### src/rtl/hazard_unit_pkg.sv
// Shared definitions for the pipeline hazard controller: FSM state
// encodings, EX operand forward selects and the register-tag width.
package hazard_unit_pkg;

  localparam int REG_W = 5;

  typedef logic [REG_W-1:0] reg_idx_t;

  typedef enum logic [1:0] {
    HZ_INIT    = 2'b00,
    HZ_RUN     = 2'b01,
    HZ_LUSTALL = 2'b10
  } hz_state_e;

  typedef enum logic [1:0] {
    FWD_RF  = 2'b00,
    FWD_WB  = 2'b01,
    FWD_MEM = 2'b10
  } fwd_sel_e;

  // A producer tag matches a consumer tag only for a real register; x0 is
  // hard-wired to zero, so it never creates a dependency.
  function automatic logic tag_hit(input reg_idx_t producer, input reg_idx_t consumer);
    return (producer != '0) && (producer == consumer);
  endfunction

endpackage

### src/rtl/hazard_unit_if.sv
// Pipeline <-> hazard controller signal bundle. The pipeline (master) supplies
// register tags and control bits; the hazard unit (slave) returns stall, flush,
// forward selects and its debug state.
interface hazard_unit_if;
  import hazard_unit_pkg::*;

  reg_idx_t    Rs1D, Rs2D;
  reg_idx_t    Rs1E, Rs2E, RdE;
  logic        MemReadE, RegWriteE;
  reg_idx_t    RdM, RdW;
  logic        RegWriteM, RegWriteW;
  logic        PCSrcE;

  logic        StallF, StallD;
  logic        FlushD, FlushE;
  logic [1:0]  ForwardAE, ForwardBE;
  logic [1:0]  HazState;

  modport master (
    output Rs1D, Rs2D, Rs1E, Rs2E, RdE, MemReadE, RegWriteE,
           RdM, RdW, RegWriteM, RegWriteW, PCSrcE,
    input  StallF, StallD, FlushD, FlushE, ForwardAE, ForwardBE, HazState
  );

  modport slave (
    input  Rs1D, Rs2D, Rs1E, Rs2E, RdE, MemReadE, RegWriteE,
           RdM, RdW, RegWriteM, RegWriteW, PCSrcE,
    output StallF, StallD, FlushD, FlushE, ForwardAE, ForwardBE, HazState
  );

endinterface

### src/rtl/hazard_unit_forward_sel.sv
// Combinational forward-select for one EX operand: a MEM-stage producer wins
// over a WB-stage producer, and x0 is never forwarded.
module forward_sel
  import hazard_unit_pkg::*;
(
  input  reg_idx_t rs_e,
  input  reg_idx_t rd_m,
  input  logic     reg_write_m,
  input  reg_idx_t rd_w,
  input  logic     reg_write_w,
  output fwd_sel_e fwd
);

  // Priority compare, youngest producer first.
  always_comb begin
    fwd = FWD_RF;
    if (reg_write_m && tag_hit(rd_m, rs_e)) begin
      fwd = FWD_MEM;
    end else if (reg_write_w && tag_hit(rd_w, rs_e)) begin
      fwd = FWD_WB;
    end
  end

endmodule

### src/rtl/hazard_unit.sv
// Pipeline hazard controller for the 5-stage RV32 core.
//
// state      | meaning
// -----------+-----------------------------------------------------------
// HZ_INIT    | post-reset purge; FlushD/FlushE held for INIT_FLUSH_CYCLES
// HZ_RUN     | normal operation; stall/flush/forward from pipeline tags
// HZ_LUSTALL | one-cycle load-use stall in progress; returns to HZ_RUN
//
// Optional feature macro: HAZARD_PERF_EN adds saturating performance
// counters (PerfLoadUse, PerfRedirect, PerfStallCyc) and their ports.
module hazard_unit
  import hazard_unit_pkg::*;
#(
  parameter int INIT_FLUSH_CYCLES = 3,
  parameter int PERF_W            = 32
) (
  input  logic              clk,
  input  logic              reset,
  hazard_unit_if.slave      hz
`ifdef HAZARD_PERF_EN
  ,
  output logic [PERF_W-1:0] PerfLoadUse,
  output logic [PERF_W-1:0] PerfRedirect,
  output logic [PERF_W-1:0] PerfStallCyc
`endif
);

  localparam logic [3:0] INIT_LOAD = 4'(INIT_FLUSH_CYCLES);

  if (INIT_FLUSH_CYCLES < 1 || INIT_FLUSH_CYCLES > 15 || PERF_W < 1) begin : g_bad_param
    $error("hazard_unit: INIT_FLUSH_CYCLES must be 1..15 and PERF_W >= 1");
  end

  hz_state_e  state_q, state_d;
  logic [3:0] init_cnt_q, init_cnt_d;

  logic       lw_stall;
  logic       stall;
  logic       flush_d, flush_e;
  fwd_sel_e   fwd_a, fwd_b;
  logic [1:0] fwd_a_out, fwd_b_out;

  forward_sel u_fwd_a (
    .rs_e        (hz.Rs1E),
    .rd_m        (hz.RdM),
    .reg_write_m (hz.RegWriteM),
    .rd_w        (hz.RdW),
    .reg_write_w (hz.RegWriteW),
    .fwd         (fwd_a)
  );

  forward_sel u_fwd_b (
    .rs_e        (hz.Rs2E),
    .rd_m        (hz.RdM),
    .reg_write_m (hz.RegWriteM),
    .rd_w        (hz.RdW),
    .reg_write_w (hz.RegWriteW),
    .fwd         (fwd_b)
  );

  // Load-use hazard: a load in EX feeds a source of the instruction in ID.
  always_comb begin
    lw_stall = hz.MemReadE & (tag_hit(hz.RdE, hz.Rs1D) | tag_hit(hz.RdE, hz.Rs2D));
  end

  // State register and purge counter.
  always_ff @(posedge clk or posedge reset) begin
    if (reset) begin
      state_q    <= HZ_INIT;
      init_cnt_q <= INIT_LOAD;
    end else begin
      state_q    <= state_d;
      init_cnt_q <= init_cnt_d;
    end
  end

  // Next state and stall/flush/forward outputs. A taken branch outranks a
  // load-use stall: the ID instruction is wrong-path, so squash, not hold.
  always_comb begin
    state_d    = state_q;
    init_cnt_d = init_cnt_q;
    stall      = 1'b0;
    flush_d    = 1'b0;
    flush_e    = 1'b0;
    fwd_a_out  = FWD_RF;
    fwd_b_out  = FWD_RF;
    case (state_q)
      HZ_INIT: begin
        flush_d    = 1'b1;
        flush_e    = 1'b1;
        init_cnt_d = init_cnt_q - 4'd1;
        if (init_cnt_q <= 4'd1) begin
          state_d = HZ_RUN;
        end
      end
      HZ_RUN, HZ_LUSTALL: begin
        stall     = lw_stall & ~hz.PCSrcE;
        flush_d   = hz.PCSrcE;
        flush_e   = hz.PCSrcE | lw_stall;
        fwd_a_out = fwd_a;
        fwd_b_out = fwd_b;
        // The bubble injected into EX clears MemReadE, so a stall lasts one cycle.
        state_d   = (state_q == HZ_RUN && stall) ? HZ_LUSTALL : HZ_RUN;
      end
      default: begin
        state_d = HZ_INIT;
      end
    endcase
  end

  // Drive the controls back onto the pipeline bundle.
  always_comb begin
    hz.StallF    = stall;
    hz.StallD    = stall;
    hz.FlushD    = flush_d;
    hz.FlushE    = flush_e;
    hz.ForwardAE = fwd_a_out;
    hz.ForwardBE = fwd_b_out;
    hz.HazState  = state_q;
  end

  // The EX bubble must have removed the load, so no load-use can remain.
  a_lustall_no_lw : assert property (
    @(posedge clk) disable iff (reset) (state_q == HZ_LUSTALL) |-> !lw_stall
  );

`ifdef HAZARD_PERF_EN
  localparam logic [PERF_W-1:0] PERF_MAX = '1;

  logic [PERF_W-1:0] perf_lu_q, perf_lu_d;
  logic [PERF_W-1:0] perf_rd_q, perf_rd_d;
  logic [PERF_W-1:0] perf_sc_q, perf_sc_d;

  // Saturating increments; counters never wrap.
  always_comb begin
    perf_lu_d = perf_lu_q;
    perf_rd_d = perf_rd_q;
    perf_sc_d = perf_sc_q;
    if (stall && perf_lu_q != PERF_MAX) begin
      perf_lu_d = perf_lu_q + 1'b1;
    end
    if (stall && perf_sc_q != PERF_MAX) begin
      perf_sc_d = perf_sc_q + 1'b1;
    end
    if (hz.PCSrcE && state_q != HZ_INIT && perf_rd_q != PERF_MAX) begin
      perf_rd_d = perf_rd_q + 1'b1;
    end
  end

  // Performance counter registers.
  always_ff @(posedge clk or posedge reset) begin
    if (reset) begin
      perf_lu_q <= '0;
      perf_rd_q <= '0;
      perf_sc_q <= '0;
    end else begin
      perf_lu_q <= perf_lu_d;
      perf_rd_q <= perf_rd_d;
      perf_sc_q <= perf_sc_d;
    end
  end

  assign PerfLoadUse  = perf_lu_q;
  assign PerfRedirect = perf_rd_q;
  assign PerfStallCyc = perf_sc_q;
`endif

endmodule

### src/flat_wrapper.sv
// flat-port wrapper written by rule: the top's interface ports become plain ports
module hazard_unit_flat import hazard_unit_pkg::*;
#(
  parameter int INIT_FLUSH_CYCLES = 3,
  parameter int PERF_W            = 32
)
  (clk, reset, hz_Rs1D, hz_Rs2D, hz_Rs1E, hz_Rs2E, hz_RdE, hz_MemReadE, hz_RegWriteE, hz_RdM, hz_RdW, hz_RegWriteM, hz_RegWriteW, hz_PCSrcE, hz_StallF, hz_StallD, hz_FlushD, hz_FlushE, hz_ForwardAE, hz_ForwardBE, hz_HazState);
  hazard_unit_if hz_i ();
  input  logic clk;
  input  logic reset;
  input wire logic [$bits(hz_i.Rs1D)-1:0] hz_Rs1D;
  input wire logic [$bits(hz_i.Rs2D)-1:0] hz_Rs2D;
  input wire logic [$bits(hz_i.Rs1E)-1:0] hz_Rs1E;
  input wire logic [$bits(hz_i.Rs2E)-1:0] hz_Rs2E;
  input wire logic [$bits(hz_i.RdE)-1:0] hz_RdE;
  input wire logic [$bits(hz_i.MemReadE)-1:0] hz_MemReadE;
  input wire logic [$bits(hz_i.RegWriteE)-1:0] hz_RegWriteE;
  input wire logic [$bits(hz_i.RdM)-1:0] hz_RdM;
  input wire logic [$bits(hz_i.RdW)-1:0] hz_RdW;
  input wire logic [$bits(hz_i.RegWriteM)-1:0] hz_RegWriteM;
  input wire logic [$bits(hz_i.RegWriteW)-1:0] hz_RegWriteW;
  input wire logic [$bits(hz_i.PCSrcE)-1:0] hz_PCSrcE;
  output wire logic [$bits(hz_i.StallF)-1:0] hz_StallF;
  output wire logic [$bits(hz_i.StallD)-1:0] hz_StallD;
  output wire logic [$bits(hz_i.FlushD)-1:0] hz_FlushD;
  output wire logic [$bits(hz_i.FlushE)-1:0] hz_FlushE;
  output wire logic [$bits(hz_i.ForwardAE)-1:0] hz_ForwardAE;
  output wire logic [$bits(hz_i.ForwardBE)-1:0] hz_ForwardBE;
  output wire logic [$bits(hz_i.HazState)-1:0] hz_HazState;
  assign hz_i.Rs1D = hz_Rs1D;
  assign hz_i.Rs2D = hz_Rs2D;
  assign hz_i.Rs1E = hz_Rs1E;
  assign hz_i.Rs2E = hz_Rs2E;
  assign hz_i.RdE = hz_RdE;
  assign hz_i.MemReadE = hz_MemReadE;
  assign hz_i.RegWriteE = hz_RegWriteE;
  assign hz_i.RdM = hz_RdM;
  assign hz_i.RdW = hz_RdW;
  assign hz_i.RegWriteM = hz_RegWriteM;
  assign hz_i.RegWriteW = hz_RegWriteW;
  assign hz_i.PCSrcE = hz_PCSrcE;
  assign hz_StallF = hz_i.StallF;
  assign hz_StallD = hz_i.StallD;
  assign hz_FlushD = hz_i.FlushD;
  assign hz_FlushE = hz_i.FlushE;
  assign hz_ForwardAE = hz_i.ForwardAE;
  assign hz_ForwardBE = hz_i.ForwardBE;
  assign hz_HazState = hz_i.HazState;
  hazard_unit #(.INIT_FLUSH_CYCLES(INIT_FLUSH_CYCLES), .PERF_W(PERF_W)) u_core (.clk(clk), .reset(reset), .hz(hz_i));
endmodule
### config.mk
export PLATFORM = sky130hd
export DESIGN_NAME = hazard_unit_flat
export DESIGN_NICKNAME = d
export VERILOG_FILES = /design/src/rtl/hazard_unit_pkg.sv /design/src/rtl/hazard_unit_if.sv /design/src/rtl/hazard_unit_forward_sel.sv /design/src/rtl/hazard_unit.sv /design/src/flat_wrapper.sv
export SDC_FILE = /design/constraint.sdc
export NUM_CORES = 1
export LEC_CHECK = 0
export CAP_MARGIN = 20
export CORE_UTILIZATION = 33
export DETAILED_ROUTE_END_ITERATION = 12
export GPL_TIMING_DRIVEN = 0
export PLACE_DENSITY = 0.81
export SETUP_SLACK_MARGIN = 0.4
export SLEW_MARGIN = 20
export SYNTH_ARGS = -nofsm -noshare
export SYNTH_HDL_FRONTEND = slang
export SYNTH_SLANG_ARGS = --single-unit
### constraint.sdc
create_clock -name clk -period 2.2 [get_ports clk]
set_clock_uncertainty 0.2 [all_clocks]
set_input_delay 0.55 -clock clk [delete_from_list [all_inputs] [get_ports clk]]
set_output_delay 0.55 -clock clk [all_outputs]
set_load 0.01 [all_outputs]
==> results of run 1 <==
==> cell type report <==
cell class | instances | area (um2)
fill | 194 | 679
multi-input combinational | 83 | 873
inverter | 5 | 18.8
clock buffer | 4 | 26.3
sequential | 6 | 154
timing repair buffer | 60 | 498
buffer | 2 | 12.5
tap | 28 | 35.0
==> power by group through the flow <==
stage          Combinational, mW  Sequential [mW]  Clock, mW
6_report                   0.682            0.235      0.116
5_1_grt                    0.756            0.241      0.126
4_1_cts                    0.637            0.230      0.116
3_5_place_dp               0.548            0.238          0
3_3_place_gp               0.524            0.236          0
2_1_floorplan              0.334            0.230          0
==> worst min-delay path by stage <==
stage	start	to	depth (start not counted)
detailed placement	u_core.init_cnt_q[1]	u_core.init_cnt_q[1]	2
finish	u_core.init_cnt_q[1]	u_core.init_cnt_q[1]	2
global placement	u_core.init_cnt_q[1]	u_core.init_cnt_q[1]	2
CTS	u_core.init_cnt_q[1]	u_core.init_cnt_q[1]	2
floorplan	reset	u_core.hz.HazState[1]	1
global route	reset	u_core.hz.HazState[1]	2
==> logic make-up (layout without fill, tap and decap cells) <==
family	after synthesis	count (layout)
buf+inv	7	71
compound gates	11	11
xor+xnor	33	33
flops	6	6
fa+ha+maj	6	6
simple gates	33	33
==> placed cells by master, fill, tap and decap left out, drive strengths merged, types with 3 or more instances in the layout <==
cell type,n
dfrtp,4
xor2,26
nor2,8
dlymetal6s2s,3
or4,5
nor4,5
inv,5
clkdlybuf4s15,12
ha,6
dlygate4sd2,5
clkbuf,8
buf,36
xnor2,7
==> state kept, by name (all words and copies together), names as in the netlist <==
register	flops
u_core.init_cnt_q	4
u_core.hz.HazState	2
==> layer usage <==
| metal | vias up | global-route usage [%] | wire (um) |
|---|---|---|---|
| met1 | 455 | 22.8 | 967 |
| met5 | - | 0 | 0 |
| met4 | 0 | 10.1 | 17 |
| li1 | 461 | - | - |
| met2 | 35 | 45.8 | 1650 |
| met3 | 2 | 2.32 | 127 |
==> through the flow <==
stage               cells  worst slack [ps]
global route          188              -454
CTS                   187              -479
detailed placement    174             -1270
floorplan              96              -170
finish                188              -396
global placement      174             -1240
==> worst max-delay path, stage by stage <==
cell and delay (ps):
buf_8 90, or4_4 540, o21ai_4 210, nor4_4 80, nor4_4 210, buf_2 170
==> timing repair <==
action | in CTS | in global routing
endpoints found under the setup margin | 12 | 12
resized for setup | 151 | 31
pin swaps | 29 | 27
buffers inserted | 9 | 1
==> summary.md, run 1 <==
| Metric | Value |
|---|---|
| Total grt overflow | `0` |
| Vias per cell | `~5.1` |
| Post-synthesis mux area share | `0%` |
| Largest net degree at the start of global routing | `10` |
| Violated checks | `negative setup slack` |
| Chip Width | `52.3 um` |
| TritonCTS clock tree | `yes` |
| Hold Crit Class | `flip-flop to flip-flop` |
| Hold Buf Count CTS | `0` |
| Final setup viols | `7` |
| Num Clock Sinks | `6` |
| Final Hold Slack | `~300 ps` |
| Initial antenna violation count | `0` |
| Via Count | `953` |
| Crit path max fanout | `2` |
| Total CTS buffers | `3` |
| Final number of hold-violating endpoints | `0` |
| Antenna diodes | `0` |
| Drt first pass iters | `4` |
| Die area | `2730 um2` |
| # DRC | `0` |
| Die Y | `52.3 um` |
| Syn. warnings | `0` |
| Switch share | `42.7%` |
| Largest family of logic cells by synthesized area | `XOR/XNOR gates` |
| Final antenna-violating net count | `0` |
| Layout cell share with drive strength beyond 1 | `48.8%` |
| Synth Area in Compound Gates | `9.60%` |
| Synth Area per Inst | `about 8.7 um2` |
| Fin. max-slew vios | `0` |
| Setup crit end kind | `primary output` |
| Max Buffers Root-to-Sink | `2` |
| Fin crit share | `118%` |
| Critical Path Source | `hz_RdM[3]` |
| Root Buffer | `clkbuf_4` |
| Adder-Cell Fraction of Synth Area | `approximately 9.0%` |
| I/O Buffers | `50` |
| Worst EP required | `1450 ps` |
| Post-synth EDFFs | `0` |
| Syn nets | `144` |
| Final Net Count | `209` |
| Htree depth | `1` |
| Clock power frac | `approximately 11%` |
| Path depth of the worst reg2reg path | `5` |
| Total power | `1.03 mW` |
| Actual slew at the worst max-slew pin | `344 ps` |
| Layout Area Growth over Synthesis | `93.9%` |
| Cells after Synth | `96` |
| Mapped Area | `835 um2` |
| Setup CP Type | `input pin to primary output` |
| Leakage | `0.719 nW` |
| Slew margin rel. | `between 70% and 80%` |
| Async S/R FF share, synth | `100%` |
| Max frequency | `385 MHz` |
| XOR/XNOR share of the synthesized area | `34.6%` |
| Most frequent cell after synthesis | `xor2_1` |
| Commonest cells post-synth | `26 x xor2_1, 8 x nor2_1, 7 x xnor2_1` |
| Post-synth top area cell | `xor2_1` |
| Num ports | `52` |
| Worst Setup EP | `hz_ForwardAE[0]` |
| First-pass GRT wire length | `4570 um` |
| Skew-Pair Late Insertion Delay | `250 ps` |
| Max_cap viols | `0` |
| Initial DRC Count | `8` |
| Main synth FF type | `dfrtp_1` |
| Critical Path AT | `1850 ps` |
| Starting Density | `36.3%` |
| Clock Pin Slew Worst Setup and Hold Paths | `50 ps` |
| Internal | `592 uW` |
| Core ar. | `between 2000 and 2500 um2` |
| Tmin final | `2600 ps` |
| Synth Register Bits | `6` |
| Vias in the first global route | `1,046` |
| Net Sw Power | `roughly 440 uW` |
| Register area share after synthesis | `a little under a fifth` |
| Placement Rows | `17` |
| Synth Area in Simple Gates | `24.9%` |
| Distinct cells, synth | `30` |
| Detailed Place HPWL | `2100 um` |
| Outcome | `finished, violations left` |
| RSZ-0062 raised after global routing | `true` |
| Startpoint types | `input pin` |
| VDD IR-drop max | `around 0.55 mV` |
| Area of placed instances | `1440 um2` |
| Detailed Route WL | `2760 um` |
| Gate power share | `between 60% and 70%` |
| Sequential power share | `a little under a quarter` |
| Pwr/cell area | `639 nW/um2` |
| Final TNS setup | `-2260 ps` |
| R2r setup slk | `160 ps` |
| Crit Reg-Reg Startpoint | `u_core.init_cnt_q[0]` |
| Top cell type's share of synthesized area | `a little over a quarter` |
| WL per Instance | `14.7 um` |
| Final WS setup | `-396 ps` |
| Top cells by area, synth | `xor2_1 27%, dfrtp_1 12%, ha_1 9.0%` |
| Final non-filler cell area | `1620 um2` |
| R2R Path End | `u_core.hz.HazState[0]` |
| Final core occ | `70.4%` |
| Placer congestion estimate | `0.797` |
| GRT Total Usage | `a little under a quarter` |
Power figures use the tool's default switching activity.
==> inputs of run 2 (changes only) <==
Settings changed: PLACE_DENSITY 0.81 to 0.76.
==> summary.md, run 2 (synthesis gave the netlist of run 1 again) <==
| Metric | Value |
|---|---|
| Leakage | `0.694 nW` |
| Sequential power share | `23.0%` |
| Setup crit end kind | `primary output` |
| Fill cells | `191` |
| First-pass GRT wire length | `4070 um` |
| Critical Path AT | `1860 ps` |
| Final number of hold-violating endpoints | `0` |
| WL per Instance | `between 10 and 15 um` |
| Vias in the first global route | `about 990` |
| Crit Reg-Reg Startpoint | `u_core.init_cnt_q[0]` |
| Initial antenna violation count | `0` |
| Worst EP required | `1450 ps` |
| Drt first pass iters | `4` |
| Tmin final | `around 2600 ps` |
| Htree depth | `1` |
| Crit path max fanout | `2` |
| Antenna diodes | `0` |
| Fin. max-slew vios | `0` |
| Max_cap viols | `0` |
| Vias per cell | `4.92` |
| Layout Area Growth over Synthesis | `88.8%` |
| Path depth of the worst reg2reg path | `5` |
| Switch share | `42.0%` |
| GRT Total Usage | `slightly above 20%` |
| Internal | `between 500 and 600 uW` |
| Actual slew at the worst max-slew pin | `roughly 370 ps` |
| Fin crit share | `118%` |
| Net Sw Power | `426 uW` |
| Most used cell, CP | `nor4_4` |
| Detailed Place HPWL | `2000 um` |
| Pwr/cell area | `643 nW/um2` |
| Max Buffers Root-to-Sink | `2` |
| R2r setup slk | `~160 ps` |
| Slew margin rel. | `75.0%` |
| Final core occ | `68.6%` |
| Hold Crit Start | `u_core.init_cnt_q[1]` |
| Setup CP Type | `input pin to primary output` |
| Largest net degree at the start of global routing | `10` |
| # DRC | `0` |
| Violated checks | `negative setup slack` |
| Placement Rows | `17` |
| RSZ-0062 raised after global routing | `true` |
| Via Count | `930` |
| Starting Density | `36.3%` |
| Flip-flop and latch area | `154 um2` |
| Startpoint types | `input pin` |
| Max reg flops | `4` |
| Worst hold path depth | `2` |
| Clock power frac | `11.0%` |
| Gate power share | `around 66%` |
| Die Y | `52.3 um` |
| Detailed Route WL | `2530 um` |
| Pre-CTS setup slack | `-1250 ps` |
| Biggest register | `u_core.init_cnt_q` |
| Final setup viols | `7` |
| R2R Path End | `u_core.hz.HazState[0]` |
| Area of the multi-input gates | `about 840 um2` |
| Total CTS buffers | `3` |
| Chip Width | `approximately 52 um` |
| Core ar. | `2300 um2` |
| CP peak stage delay | `530 ps` |
| Most frequent cells in the layout | `24 x xor2_1, 20 x dlygate4sd2_1, 16 x buf_2, 11 x buf_4` |
| Crit-path slowest cell | `or4_4` |
| TritonCTS clock tree | `yes` |
| Root Buffer | `clkbuf_4` |
| Crit path cell chain | `buf_8 -> or4_4 -> o21ai_4 -> nor4_4 -> nor4_4 -> buf_2` |
| Commonest non-fill, non-tap cell in the layout | `xor2_1` |
| Final antenna-violating net count | `0` |
| Placer congestion estimate | `around 0.76` |
| I/O Buffers | `50` |
| Max frequency | `384 MHz` |
| Total grt overflow | `0` |
| Die area | `~2700 um2` |
| Final Net Count | `between 200 and 250` |
| VDD IR-drop max | `0.548 mV` |
| Initial DRC Count | `4` |
| Hold Crit Class | `flip-flop to flip-flop` |
| Layout cell share with drive strength beyond 1 | `41.6%` |
| Clock Pin Slew Worst Setup and Hold Paths | `50 ps` |
| Skew-Pair Late Insertion Delay | `around 240 ps` |
| Num ports | `between 50 and 60` |
| Num Clock Sinks | `6` |
| Hold Buf Count CTS | `0` |
| Outcome | `finished, violations left` |
| Hold Path End | `u_core.init_cnt_q[1]` |
| Final WS setup | `-406 ps` |
[run 2: cell count changes in the layout (fill, tap and decap cells not counted), moves of 3 or more]
cell / previous run / this run
buf_6: 7 / 3
clkdlybuf4s15_1: 10 / 5
dlygate4sd2_1: 5 / 20
dlymetal6s2s_1: 3 / 0
[run 2: stage by stage]
stage / cells / setup TNS [ps] / power (mW) / area, um2 / hold slack [ps]
floorplan: 96 / -527 / 0.565 / 905 / 139
detailed placement: 174 / -8940 / 0.783 / 1440 / 296
CTS: 188 / -2610 / 0.991 / 1570 / 307
finish: 189 / -2440 / 1.01 / 1580 / 304
global route: 189 / -2810 / 1.10 / 1580 / 339
global placement: 174 / -8830 / 0.767 / 1440 / 290
[run 2: layer usage]
layer,vias up,GRT usage (%),part of all wire (%)
li1,466,-,-
met5,-,0,0
met4,0,11.0,2.4
met2,34,41.1,54
met3,6,0,4.0
met1,424,20.4,40
[run 2: layout make-up]
class	count	share of cell area, %
multi-input cells	83	53.3
repair buffers	61	31.1
flip-flops and latches	6	9.77
well taps	28	2.22
clock buffers	4	1.67
inverters	5	1.19
plain buffers	2	0.794
[run 2: worst max path at each step]
stage	to	slack, ps	depth (start not counted)	from
global route	hz_ForwardBE[0]	-460	6	hz_RdM[3]
floorplan	hz_ForwardAE[0]	-170	4	hz_RdM[1]
detailed placement	hz_ForwardAE[0]	-1250	6	hz_RdM[1]
CTS	hz_ForwardAE[0]	-530	6	u_core.hz.HazState[1]
finish	hz_ForwardBE[0]	-410	6	hz_RdM[3]
global placement	hz_ForwardAE[1]	-1260	6	hz_RdM[4]
[run 2: power groups by stage]
| stage | Clock, mW | Combinational, mW | Sequential (mW) |
|---|---|---|---|
| detailed placement | 0 | 0.543 | 0.239 |
| global placement | 0 | 0.528 | 0.239 |
| CTS | 0.116 | 0.640 | 0.235 |
| floorplan | 0 | 0.334 | 0.230 |
| global route | 0.122 | 0.733 | 0.243 |
| finish | 0.111 | 0.668 | 0.233 |
[run 2: critical path, delay by kind of cell]
kind                   cells  cell delay, ps
AO/OA/AOI/OAI              1             200
buffers and inverters      2             250
AND/OR/NAND/NOR            3             850
[run 2: what timing repair did]
action / CTS / global route
pin swaps: 23 / 11
setup buffers: 10 / 1
setup endpoints to repair: 12 / 11
gates resized for setup: 141 / 11
==> inputs of run 3 (changes only) <==
--- a/config.mk
+++ b/config.mk
@@ -13,3 +13,3 @@
 export SETUP_SLACK_MARGIN = 0.4
-export SLEW_MARGIN = 20
+export SLEW_MARGIN = 10
 export SYNTH_ARGS = -nofsm -noshare
--- a/constraint.sdc
+++ b/constraint.sdc
@@ -4,2 +4,2 @@
 set_output_delay 0.55 -clock clk [all_outputs]
-set_load 0.01 [all_outputs]
+set_load 0.1 [all_outputs]
==> summary.md, run 3 (synthesis gave the netlist of run 1 again) <==
| Metric | Value |
|---|---|
| Layout cell share with drive strength beyond 1 | `between 40% and 50%` |
| Total power | `between 1 and 1.5 mW` |
| Layout Area Growth over Synthesis | `109%` |
| Outcome | `finished, violations left` |
| Biggest register | `u_core.init_cnt_q` |
| Num Clock Sinks | `6` |
| Via Count | `994` |
| Initial DRC Count | `15` |
| Worst EP required | `1450 ps` |
| GRT Total Usage | `21.7%` |
| Final antenna-violating net count | `0` |
| Placer congestion estimate | `between 0.7 and 0.8` |
| Pwr/cell area | `813 nW/um2` |
| Vias in the first global route | `between 1,000 and 1,500` |
| WL per Instance | `15.1 um` |
| Violated checks | `negative setup slack` |
| Num ports | `52` |
| Slew margin rel. | `67.3%` |
| Startpoint types | `flip-flop` |
| Setup crit end kind | `primary output` |
| Tmin final | `2740 ps` |
| Area of placed instances | `1480 um2` |
| Root Buffer | `clkbuf_4` |
| RSZ-0062 raised after global routing | `true` |
| Largest net degree at the start of global routing | `10` |
| Max reg flops | `4` |
| Skew-Pair Late Insertion Delay | `260 ps` |
| Vias per cell | `between 5 and 6` |
| Final non-filler cell area | `1750 um2` |
| Final number of hold-violating endpoints | `0` |
| Die area | `2730 um2` |
| Most frequent cells in the layout | `25 x xor2_1, 11 x dlygate4sd2_1, 10 x buf_6, 10 x clkdlybuf4s15_1, 9 x buf_2` |
| Leakage | `between 0.7 and 0.8 nW` |
| Critical Path AT | `1990 ps` |
| Placement Rows | `17` |
| Fill cells | `161` |
| Clock Pin Slew Worst Setup and Hold Paths | `60 ps` |
| Fin. max-slew vios | `0` |
| Fin crit share | `124%` |
| Detailed Place HPWL | `2030 um` |
| Commonest non-fill, non-tap cell in the layout | `xor2_1` |
| Final Net Count | `210` |
| Detailed Route WL | `roughly 2900 um` |
| Post-Layout Cell Count | `about 190` |
| Area of the multi-input gates | `851 um2` |
| Max_cap viols | `0` |
| Total grt overflow | `0` |
| Starting Density | `a little over a third` |
| I/O Buffers | `50` |
| Final WS setup | `-538 ps` |
| VDD IR-drop max | `between 0.7 and 0.8 mV` |
| Crit Reg-Reg Startpoint | `u_core.init_cnt_q[0]` |
| Antenna diodes | `0` |
| Placed insts | `between 150 and 200` |
| Core ar. | `2300 um2` |
| Final setup viols | `8` |
| Setup CP Type | `flip-flop to primary output` |
| Max frequency | `365 MHz` |
| R2r setup slk | `130 ps` |
| Htree depth | `1` |
| R2R Path End | `u_core.hz.HazState[0]` |
| Max Buffers Root-to-Sink | `2` |
| TritonCTS clock tree | `yes` |
| Hold Crit Class | `input pin to async pin` |
| Final Hold Slack | `314 ps` |
| First-pass GRT wire length | `around 4300 um` |
| Total CTS buffers | `3` |
| # DRC | `0` |
| Chip Width | `52.3 um` |
| Path depth of the worst reg2reg path | `5` |
| Die Y | `around 52 um` |
| Flip-flop and latch area | `160 um2` |
| Drt first pass iters | `4` |
| Actual slew at the worst max-slew pin | `486 ps` |
| Crit path max fanout | `2` |
| Initial antenna violation count | `0` |
| Pre-CTS setup slack | `-1890 ps` |
[run 3: metal layers]
layer | part of all wire [%] | global-route usage [%]
met1 | 38 | 22.4
met2 | 55 | 43.5
met3 | 6.8 | 4.93
met4 | 0.73 | 3.95
met5 | 0 | 0
[run 3: cell type report]
type,instances,area share (%)
Sequential cell,6,9.16
Inverter,5,1.36
Timing Repair Buffer,61,35.9
Clock buffer,4,1.50
Multi-Input combinational cell,83,48.7
Tap cell,28,2.00
Buffer,2,1.43
[run 3: repair_timing]
item,4_1_cts,5_1_grt
endpoints found under the setup margin,12,11
resized for setup,209,8
buffers inserted,10,1
hold buffers,0,0
cloned,0,0
pin swaps,34,8
[run 3: how the worst max path moves through the flow]
| stage | from | cells past startpoint | end | slack, ps |
|---|---|---|---|---|
| floorplan | hz_Rs1D[0] | 5 | hz_StallF | -1130 |
| global placement | hz_RdM[1] | 6 | hz_ForwardBE[0] | -1860 |
| detailed placement | hz_RdM[1] | 6 | hz_ForwardBE[0] | -1890 |
| CTS | u_core.hz.HazState[1] | 6 | hz_ForwardAE[0] | -680 |
| global route | u_core.hz.HazState[0] | 6 | hz_ForwardBE[0] | -610 |
| finish | u_core.hz.HazState[0] | 6 | hz_ForwardBE[0] | -540 |
[run 3: per-stage QoR]
| stage | setup TNS [ps] | utilization, % |
|---|---|---|
| 5_1_grt | -3440 | 76.1 |
| 3_5_place_dp | -13940 | 64.3 |
| 4_1_cts | -3320 | 74.7 |
| 3_3_place_gp | -13500 | 64.3 |
| 6_report | -3070 | 76.1 |
| 2_1_floorplan | -5250 | - |
[run 3: worst max-delay path: stages (launching register included)]
cell and delay (ps):
dfrtp_4 440, inv_4 40, ha_4 270, o211ai_1 100, or4_4 450, nor4_4 170
buf_6 260
[run 3: where the power goes]
part / internal [mW] / total, mW / switching, mW
clock: 0.0696 / 0.122 / 0.0529
combinational: 0.472 / 1.05 / 0.579
sequential: 0.183 / 0.248 / 0.0649
total: 0.725 / 1.42 / 0.697
